`src/rtl/knn_pkg.sv`:
```
// Shared types and constants for the KNN list sequencer and its ordered list.
package knn_pkg;

  typedef enum logic [2:0] {
    StIdle,
    StClear,
    StFeed,
    StSettle,
    StDrain,
    StDone
  } state_e;

  localparam int unsigned ListSizeDef = 8;
  localparam int unsigned CompWDef    = 32;

  // A single-slot list still needs a one-bit index.
  function automatic int unsigned idx_width(input int unsigned n);
    return (n > 1) ? $clog2(n) : 1;
  endfunction

  localparam int unsigned IdxWDef = idx_width(ListSizeDef);

  // Cleared slots hold the largest distance so any real candidate sorts ahead of them.
  localparam logic [CompWDef-1:0] CompClr = '1;

endpackage

```
`src/rtl/knn_slot_mux.sv`:
```
// Selects one (distance, label) slot from the flattened ordered-list contents.
module knn_slot_mux #(
  parameter int unsigned COMP_W    = 32,
  parameter int unsigned BAG_W     = 32,
  parameter int unsigned LIST_SIZE = 8,
  parameter int unsigned IDX_W     = 3
) (
  input  logic [COMP_W*LIST_SIZE-1:0] comp_all_i,
  input  logic [BAG_W*LIST_SIZE-1:0]  bag_all_i,
  input  logic [IDX_W-1:0]            idx_i,
  output logic [COMP_W-1:0]           comp_o,
  output logic [BAG_W-1:0]            bag_o
);

  assign comp_o = comp_all_i[int'(idx_i)*COMP_W +: COMP_W];
  assign bag_o  = bag_all_i[int'(idx_i)*BAG_W +: BAG_W];

endmodule

```
`src/rtl/knn_list_sched.sv`:
```
// Sequences one KNN query: clear the ordered list, stream candidates in, drain the K best.
module knn_list_sched
  import knn_pkg::*;
#(
  parameter int unsigned COMP_W    = 32,
  parameter int unsigned BAG_W     = 32,
  parameter int unsigned LIST_SIZE = 8,
  parameter int unsigned CNT_W     = 16,
  parameter int unsigned IDX_W     = idx_width(LIST_SIZE)
) (
  input  logic                        clk,
  input  logic                        rst,
  input  logic                        start,
  input  logic                        abort,
  input  logic [CNT_W-1:0]            num_pts,
  output logic                        busy,
  output logic                        done,
  input  logic                        in_valid,
  output logic                        in_ready,
  input  logic [COMP_W-1:0]           in_comp,
  input  logic [BAG_W-1:0]            in_bag,
  output logic                        list_clr,
  output logic                        list_valid,
  output logic [COMP_W-1:0]           list_comp,
  output logic [BAG_W-1:0]            list_bag,
  input  logic [COMP_W*LIST_SIZE-1:0] list_comp_all,
  input  logic [BAG_W*LIST_SIZE-1:0]  list_bag_all,
  output logic                        out_valid,
  input  logic                        out_ready,
  output logic [COMP_W-1:0]           out_comp,
  output logic [BAG_W-1:0]            out_bag,
  output logic [IDX_W-1:0]            out_idx,
  output logic                        out_last
);

  state_e           state_q, state_d;
  logic [CNT_W-1:0] num_q, num_d;
  logic [CNT_W-1:0] nk_q, nk_d;
  logic [CNT_W-1:0] cnt_q, cnt_d;
  logic [IDX_W-1:0] idx_q, idx_d;
  logic [CNT_W-1:0] cnt_inc;
  logic             idx_last;

  assign cnt_inc  = cnt_q + CNT_W'(1);
  assign idx_last = (CNT_W'(idx_q) == nk_q - CNT_W'(1));

  assign list_comp = in_comp;
  assign list_bag  = in_bag;
  assign out_idx   = idx_q;

  always_comb begin
    state_d    = state_q;
    num_d      = num_q;
    nk_d       = nk_q;
    cnt_d      = cnt_q;
    idx_d      = idx_q;
    busy       = (state_q != StIdle);
    done       = 1'b0;
    in_ready   = 1'b0;
    list_clr   = 1'b0;
    list_valid = 1'b0;
    out_valid  = 1'b0;
    out_last   = 1'b0;

    unique case (state_q)
      StIdle: begin
        if (start) begin
          num_d   = num_pts;
          nk_d    = (num_pts < CNT_W'(LIST_SIZE)) ? num_pts : CNT_W'(LIST_SIZE);
          cnt_d   = '0;
          state_d = (num_pts == '0) ? StDone : StClear;
        end
      end
      StClear: begin
        list_clr = 1'b1;
        cnt_d    = '0;
        state_d  = StFeed;
      end
      StFeed: begin
        in_ready   = 1'b1;
        list_valid = in_valid;
        if (in_valid) begin
          cnt_d = cnt_inc;
          if (cnt_inc == num_q) state_d = StSettle;
        end
      end
      StSettle: begin
        idx_d   = '0;
        state_d = StDrain;
      end
      StDrain: begin
        out_valid = 1'b1;
        out_last  = idx_last;
        if (out_ready) begin
          if (idx_last) begin
            idx_d   = '0;
            state_d = StDone;
          end else begin
            idx_d = idx_q + IDX_W'(1);
          end
        end
      end
      StDone: begin
        done    = 1'b1;
        state_d = StIdle;
      end
      default: state_d = StIdle;
    endcase

    // A handshake in the abort cycle still completes above; only the transition is overridden.
    if (abort && (state_q != StIdle)) begin
      state_d = StIdle;
      idx_d   = '0;
    end
  end

  always_ff @(posedge clk or negedge rst) begin
    if (!rst) begin
      state_q <= StIdle;
      num_q   <= '0;
      nk_q    <= '0;
      cnt_q   <= '0;
      idx_q   <= '0;
    end else begin
      state_q <= state_d;
      num_q   <= num_d;
      nk_q    <= nk_d;
      cnt_q   <= cnt_d;
      idx_q   <= idx_d;
    end
  end

  knn_slot_mux #(
    .COMP_W    (COMP_W),
    .BAG_W     (BAG_W),
    .LIST_SIZE (LIST_SIZE),
    .IDX_W     (IDX_W)
  ) u_slot_mux (
    .comp_all_i (list_comp_all),
    .bag_all_i  (list_bag_all),
    .idx_i      (idx_q),
    .comp_o     (out_comp),
    .bag_o      (out_bag)
  );

endmodule

```
`config.mk`:
```
export PLATFORM = sky130hd
export DESIGN_NAME = knn_list_sched
export DESIGN_NICKNAME = d
export VERILOG_FILES = /design/src/rtl/knn_pkg.sv /design/src/rtl/knn_slot_mux.sv /design/src/rtl/knn_list_sched.sv
export SDC_FILE = /design/constraint.sdc
export NUM_CORES = 1
export LEC_CHECK = 0
export CAP_MARGIN = 20
export CORE_AREA = 5 5 282 284
export CTS_CLUSTER_SIZE = 28
export DETAILED_ROUTE_END_ITERATION = 8
export DIE_AREA = 0 0 287 289
export SETUP_SLACK_MARGIN = 0.3
export SKIP_LAST_GASP = 1
export SLEW_MARGIN = 5
export SYNTH_ARGS = -nofsm -noshare
export SYNTH_HDL_FRONTEND = slang
export SYNTH_SLANG_ARGS = --single-unit
```
`constraint.sdc`:
```
create_clock -name clk -period 2.6 [get_ports clk]
set_clock_uncertainty 0.2 [all_clocks]
set_input_delay 0.26 -clock clk [delete_from_list [all_inputs] [get_ports clk]]
set_output_delay 0.26 -clock clk [all_outputs]
set_load 0.005 [all_outputs]
```
# Word level (Yosys, flattened, before mapping)
# Index checks and enable logic that the tools add are counted.
[totals] register_bits=54 inputBits=598 out_inout_bits=138 elab_cells=57
[classes] add_sub_neg=3 order_cmp=1 eq_ne=14 n_shift=2 mux=22 n_reduce_logical=10
[ops] op="256-bit by 9-bit indexed part select with 32-bit output" count=2
[ops] op="16-bit two-way mux" count=3
[ops] op="16-bit case mux with 3 select lines" count=1
[ops] op="3-bit two-way mux" count=10
[ops] op="16-bit by 1-bit adder with 16-bit output, second input constant" count=1
[ops] op="16-bit == test" count=1
[ops] op="3-bit by 16-bit == test with 1-bit output" count=1
[ops] op="16-bit logical NOT" count=1
[ops] op="16-bit by 4-bit < comparator with 1-bit output, second input constant" count=1
[ops] op="16-bit by 1-bit subtractor with 16-bit output, second input constant" count=1
[ops] op="3-bit inequality test, second input constant" count=5
[ops] op="3-bit case mux with 5 select lines" count=1
[ops] op="3-bit nonzero test" count=3
[ops] op="3-bit by 2-bit == test with 1-bit output, second input constant" count=2
[ops] op="3-bit == test, second input constant" count=2
[ops] op="1-bit two-way mux" count=6
[ops] op="3-bit case mux with 2 select lines" count=1
[ops] op="5-bit AND reduction" count=1
[ops] op="2-bit inequality test, second input constant" count=2
[ops] op="2-bit AND reduction" count=2
[ops] op="3-bit by 1-bit adder with 3-bit output, second input constant" count=1
[ops] op="3-bit by 1-bit == test with 1-bit output, second input constant" count=1
[ops] op="3-bit logical NOT" count=1
[ops] op="3-bit AND reduction" count=1
[ops] op="1-bit logical AND" count=1

# Depth between registers and ports, before layout
# Gate-level depths: netlist of run 1.
[depth] depth_word=6 mapped_depth=10 ltp_nobuf=9

# Cells and area by module
# From an unflattened synthesis of run 1, not the netlist that was laid out.
[hier_totals] cells_unflattened=625 area_unflattened_um2=7297.0
[by_module_without_submodules] mod="knn_slot_mux" instances=1 cells_each=227 area_per_inst_um2=3832.4 seq_area_each_um2=0.0
[by_module_without_submodules] mod="knn_list_sched" instances=1 cells_each=398 area_per_inst_um2=3464.6 seq_area_each_um2=1351.3

# Worst setup path after synthesis of run 1
# Ideal clock, no wire load.
[synth_path] path_kind="register -> output" from="reg idx_q[0], in the netlist out_idx[0]" to="out out_bag[30]" arrival_ns=2.174 path_slack_ns=-0.034 stages_incl_launch_ff=6 path_cell_list="dfrtp_1 -> clkbuf_1 -> clkbuf_1 -> buf_1 -> mux4_2 -> mux2_2"
[synth_via] elab_chain_len=1
[synth_rtl] element="from (decl)" line_no="knn_list_sched.sv:40" rtl="logic [IDX_W-1:0] idx_q, idx_d;"
[synth_rtl] element="from (signal assigned)" line_no="knn_list_sched.sv:129" rtl="idx_q <= idx_d;"
[synth_rtl] element="256-bit by 9-bit indexed part select with 32-bit output" line_no="knn_slot_mux.sv:16" rtl="assign bag_o = bag_all_i[int'(idx_i)*BAG_W +: BAG_W];"
[synth_rtl] element="to (decl)" line_no="knn_list_sched.sv:31" rtl="output logic [BAG_W-1:0] out_bag,"
# No other way between the ends.

# Final worst setup path of run 1
[layout_path] from="reg nk_q[1]" to="out out_last"
[layout_via] elab_chain_len=3
[layout_rtl] element="from (decl)" line_no="knn_list_sched.sv:38" rtl="logic [CNT_W-1:0] nk_q, nk_d;"
[layout_rtl] element="from (signal assigned)" line_no="knn_list_sched.sv:127" rtl="nk_q <= nk_d;"
[layout_rtl] element="16-bit by 1-bit subtractor with 16-bit output" line_no="knn_list_sched.sv:45" rtl="assign idx_last = (CNT_W'(idx_q) == nk_q - CNT_W'(1));"
[layout_rtl] element="3-bit by 16-bit == test with 1-bit output" line_no="knn_list_sched.sv:45"
[layout_rtl] element="1-bit two-way mux" line_no="knn_list_sched.sv:65" rtl="unique case (state_q)"
[layout_rtl] element="to (decl)" line_no="knn_list_sched.sv:33" rtl="output logic out_last"
# No other way between the ends.

==> qor.csv, run 1 <==
metric,value,unit
status,"finished, violations left",
failing checks,setup timing,
"antenna viol nets, final",0,
Crit path max-delay family,simple AND/OR/NAND/NOR gates,
worst setup path class,flop to output port,
global-route wire length before repair,77200,µm
PortBufs,607,
Worst Path Max Fanout,4,
gr usage total,0.135,
Max stage delay on crit path,0.56,ns
unrepaired setup endpoints after global routing,yes,
Ports,736,
area grow syn2layout,124,%
setup violators final,60,
PwrDens,315,nW/µm²
Clock Sinks,54,
Design Power,5.18,mW
syn_nets,1256,
max-cap violations,0,
Yosys cell types,57,
Max Slew Vio Count,0,
Post-Syn Area,7340,µm²
"Seq/Total Area, Yosys",0.184,
Worst Path Required,2.14,ns
slowest CP cell,or4_4,
post-DP HPWL,52600,µm
WL per Instance,26.0,µm
initial antenna violation count,34,
share of cells above drive strength 1,0.336,
DIE AREA,82900,µm²
Via density,3.71,
Crit. End Element,output port,
Tmin final,2.93,ns
grt ovf,0,
core area,76800,µm²
Nets,1910,
critical path's most frequent cell,or4_4,
fin worst setup slack,-0.334,ns
Vias,8751,
Post-synth EDFFs,0,
crit path cell chain,or4_4 > o31a_1 > or4_4 > a22oi_4 > nand2_2 > nor2_2 > buf_2,
Post-synth ARST share,1.00,
clk slew on worst S/H paths,0.06,ns
max frequency,341,MHz
total CTS buffers,5,
syn_area_per_cell,11.2,µm²
Final Wtd Congestion,0.912,
vias in the first global route,9534,
Root Driver,clkbuf_16,
final count of hold timing violations,0,
Core Rows,102,
Setup WS pre-CTS,-0.436,ns
Post-Syn Instances,655,
crit path buf inv count,1,
Arrival @ worst endpoint,2.47,ns
CTS tree,done,
Ys Warns,0,
drt drc,0,
Initial DRC Count,462,
Leakage,6.03,nW
max_slew headroom,0.632,
startpoint types,flop,
Final Routed Wirelength,61200,µm
Worst Hold Class,input pin to async pin,
H-tree levels,2,
Die W,287,µm
Final Cycle Share,1.13,
clk_lat worst skew,0.29,ns
Detailed Routing Iterations Pass 1,8,
worst slew pin tran,0.552,ns
DIE HEIGHT,289,µm
top_reg_cell synth,dfrtp_1,
worst r2r src,nk_q[1],
Clock Path Buffers,2,
largest net degree at the start of global routing,48,
VDD IR-drop max,0.000341,V
Initial Util,0.0955,
Seq cells post-synth,54,
CP Launch Point,nk_q[1],
[layout make-up]
| cell class | count | area [µm²] |
|---|---|---|
| Clock buffer | 7 | 133 |
| Tap cell | 1040 | 1300 |
| Sequential cell | 54 | 1360 |
| Multi-Input combinational cell | 477 | 5540 |
| Inverter | 12 | 45.0 |
| Timing Repair Buffer | 759 | 8040 |
| Fill cell | 8321 | 60400 |
| Clock inverter | 1 | 30.0 |
| Antenna cell | 7 | 17.5 |
[synth_stat cells, types with 3 or more instances]
master | instances | share of area
a21oi_1 | 8 | 0.0055
and2_1 | 12 | 0.010
and3_1 | 9 | 0.0077
buf_1 | 15 | 0.0077
buf_2 | 9 | 0.0061
buf_4 | 64 | 0.065
clkbuf_1 | 24 | 0.012
dfrtp_1 | 54 | 0.18
ha_1 | 3 | 0.0051
inv_1 | 12 | 0.0061
mux2_2 | 65 | 0.10
mux4_2 | 128 | 0.39
nand2_1 | 93 | 0.048
nand3_1 | 11 | 0.0075
nor2_1 | 21 | 0.011
nor3_1 | 10 | 0.0068
nor4_1 | 5 | 0.0043
o21ai_0 | 26 | 0.018
o31ai_1 | 8 | 0.0082
or4_1 | 3 | 0.0031
xnor2_1 | 19 | 0.023
xor2_1 | 7 | 0.0084
[final timing paths]
kind                              endpoint  slack [ns]  depth (start not counted)
worst max-delay path              out_last       -0.33                          7
worst min-delay path            out_idx[2]        0.26                          2
worst max register to register  state_q[0]           0                          8
worst min register to register    nk_q[15]        0.29                          1
max in group asynchronous        num_q[14]        1.00                          4
min in group clk                  nk_q[15]        0.29                          1
[sequential cells by signal, summed over array words and instances, names as in the netlist]
| register | flops |
|---|---|
| nk_q | 16 |
| out_idx | 3 |
| cnt_q | 16 |
| state_q | 3 |
| num_q | 16 |
[where the power goes]
part / leakage, nW / switching (mW) / internal, mW
clock network: 0.0782 / 0.290 / 0.456
logic: 5.24 / 1.25 / 2.04
registers: 0.714 / 0.158 / 0.987
total: 6.03 / 1.70 / 3.48
[worst register-to-register path: stages, from the launching register on]
cell and delay [ns]:
dfrtp_1 0.41, or4_4 0.56, o31a_1 0.26, or4_4 0.49, a22oi_4 0.15, nand2_2 0.09
buf_4 0.15, nand3_4 0.09, o211a_1 0.15
[routing by layer]
metal  global-route usage  up-vias  routed length, µm
met1                0.161     4235              23500
met3               0.0884      101               9770
met5                    0        -                183
li1                     -     3809                  -
met2                0.199      578              25700
met4               0.0388       28               2000
[kinds of logic (layout without fill, tap and decap cells)]
family | Yosys count | in the layout | share of synthesized area
compound gates | 64 | 64 | 0.0576
xor+xnor | 26 | 26 | 0.0310
fa+ha+maj | 3 | 3 | 0.00512
buf+inv | 124 | 779 | 0.0977
flops | 54 | 54 | 0.184
mux | 195 | 195 | 0.495
other cells | 0 | 7 | 0
simple gates | 189 | 189 | 0.129
[placed cells by master, fill, tap and decap left out, drive strengths merged, types with 13 or more instances in the layout]
cell           count
clkdlybuf4s50    541
buf              216
mux4             128
nand2             94
mux2              65
dfrtp             54
o21ai             28
nor2              22
xnor2             19
nand3             13
[stage by stage]
stage	instances	instance area, µm²	hold slack (ns)	TNS [ns]	util
2_1_floorplan	655	7380	-0.236	0	-
3_3_place_gp	2269	14700	0.0256	-10.32	0.192
3_5_place_dp	2269	14700	0.0408	-10.41	0.192
4_1_cts	2336	16100	0.260	-8.75	0.209
5_1_grt	2352	16500	0.307	-11.13	0.214
6_report	2357	16500	0.260	-7.82	0.214
[repair_timing]
action / 4_1_cts / 5_1_grt
endpoints found under the hold margin: 19 / 0
setup buffers: 52 / 13
pin swaps: 3 / 3
hold buffers: 1 / 0
setup endpoints to repair: 70 / 71
resized for setup: 359 / 66
cloned: 6 / 1
No activity file was read; power rests on OpenSTA's default activity.
==> inputs of run 2 (changes only) <==
Settings changed: GPL_TIMING_DRIVEN set to 0.
==> qor.csv, run 2 (same netlist as run 1, synthesis figures left out) <==
metric,value,unit,change
PwrDens,305,nW/µm²,was 315 nW/µm²
R2R Setup Slk,-0.31,ns,was 0 ns
Final Wtd Congestion,0.951,,was 0.912
largest net degree at the start of global routing,29,,was 48
Highest Signal Layer,met5,,unchanged
max frequency,338,MHz,was 341 MHz
Max Slew Vio Count,0,,unchanged
Leakage,6.76,nW,was 6.03 nW
Worst Hold Slack,0.303,ns,was 0.260 ns
unrepaired setup endpoints after global routing,yes,,unchanged
WL met1,27200,µm,was 23500 µm
core area,76800,µm²,unchanged
global-route wire length before repair,85700,µm,was 77200 µm
Clock Path Buffers,2,,unchanged
clk_lat worst skew,0.29,ns,about the same
Initial Util,0.0955,,unchanged
Initial DRC Count,571,,was 462
DIE HEIGHT,289,µm,unchanged
DIE AREA,82900,µm²,unchanged
final non-filler cell area,17900,µm²,was 16500 µm²
most frequent cells in the layout,"clkdlybuf4s50_1, mux4_2, buf_6, buf_4, nand2_1",,"was clkdlybuf4s50_1, mux4_2, buf_6"
Final Core Density,0.232,,was 0.214
registers with the most flip-flops,"cnt_q x16, nk_q x16, num_q x16",,unchanged
share of cells above drive strength 1,0.365,,was 0.336
grt ovf,0,,unchanged
Worst Hold Class,flop to flop,,was input pin to async pin
clk slew on worst S/H paths,0.07,ns,was 0.06 ns
WL per Instance,27.4,µm,was 26.0 µm
H-tree levels,2,,unchanged
Crit. End Element,output port,,unchanged
worst setup path class,flop to output port,,unchanged
Clock Sinks,54,,unchanged
Arrival @ worst endpoint,2.50,ns,was 2.47 ns
drt drc,0,,unchanged
Detailed Routing Iterations Pass 1,5,,was 8
Final Cycle Share,1.14,,was 1.13
"commonest non-fill, non-tap cell in the layout",clkdlybuf4s50_1,,unchanged
vias in the first global route,9805,,was 9534
area post-placement,15400,µm²,was 14700 µm²
Core Rows,102,,unchanged
worst slew pin tran,0.959,ns,was 0.552 ns
startpoint types,flop,,unchanged
PortBufs,671,,was 607
Die W,287,µm,unchanged
"antenna viol nets, final",0,,unchanged
Worst Path Required,2.14,ns,about the same
failing checks,setup timing,,unchanged
FF-to-FF path depth,12,,was 8
final count of hold timing violations,0,,unchanged
Met3 Routed Length,9910,µm,was 9770 µm
DR WL met2,30700,µm,was 25700 µm
CTS tree,done,,unchanged
WHS Path Cells,1,,
gr usage total,0.150,,was 0.135
Nets,2058,,was 1910
fin worst setup slack,-0.357,ns,was -0.334 ns
Vias,9446,,was 8751
max-cap violations,0,,unchanged
total CTS buffers,5,,unchanged
setup violators final,66,,was 60
Via density,3.77,,was 3.71
Worst Path Max Fanout,3,,was 4
initial antenna violation count,41,,was 34
VDD IR-drop max,0.000452,V,was 0.000341 V
Tmin final,2.96,ns,was 2.93 ns
post-DP HPWL,59000,µm,was 52600 µm
status,"finished, violations left",,unchanged
Root Driver,clkbuf_16,,unchanged
max_slew headroom,0.361,,was 0.632
Ports,736,,unchanged
area grow syn2layout,143,%,was 124%
Final Routed Wirelength,68800,µm,was 61200 µm
Sum Neg Setup Slack,-13.79,ns,was -7.82 ns
Design Power,5.45,mW,was 5.18 mW
## run 2: changes by cell type in the layout (fill, tap and decap cells not counted), sizes merged
cell,change
buf,+59
bufinv,-1
clkbuf,+24
clkdlybuf4s50,+63
clkinv,+1
diode,+3
dlymetal6s2s,+2
## run 2: critical path, cell delays in order, from the launching register on
cell and delay, ns:
dfrtp_2 0.41, or4_4 0.55, o31a_1 0.25, or4_4 0.49
a22oi_4 0.18, nand2_2 0.09, nor2_2 0.11, buf_2 0.13
## run 2: what timing repair did
action,4_1_cts,5_1_grt
pin swaps,5,5
setup endpoints to repair,90,95
cloned,7,1
gates resized for setup,556,121
hold buffers,1,0
buffers inserted,81,31
endpoints found under the hold margin,27,0
## run 2: path summary, 6_finish.rpt
kind | from | endpoint
min in group asynchronous | rst | num_q[13]
min reg2reg | nk_q[15] | nk_q[15]
max | nk_q[3] | out_last
max reg2reg | nk_q[3] | out_idx[2]
min | nk_q[15] | nk_q[15]
max in group asynchronous | rst | cnt_q[0]
## run 2: routing by layer
layer / track usage / vias to the layer above
met4: 0.0172 / 32
met1: 0.185 / 4656
met3: 0.0884 / 60
li1: - / 4122
met2: 0.236 / 576
met5: 0 / -
## run 2: layout make-up
type                            count  area (µm²)
Clock inverter                      1        5.00
Tap cell                         1040        1300
Timing Repair Buffer              795        8300
Inverter                           12        47.5
Antenna cell                       10        25.0
Multi-Input combinational cell    477        5610
Fill cell                        8241       59000
Clock buffer                        7         143
Sequential cell                    54        1360
Buffer                            112        1060
## run 2: metrics by stage
stage          worst slack, ns  cells
4_1_cts                 -0.408   2466
5_1_grt                 -0.421   2500
3_3_place_gp             -1.93   2366
6_report                -0.357   2508
3_5_place_dp             -1.67   2369
2_1_floorplan            0.156    655
## run 2: report_power, final
part | switching, mW | internal, mW | total (mW)
clock network | 0.306 | 0.383 | 0.689
registers | 0.145 | 0.987 | 1.13
logic | 1.38 | 2.24 | 3.63
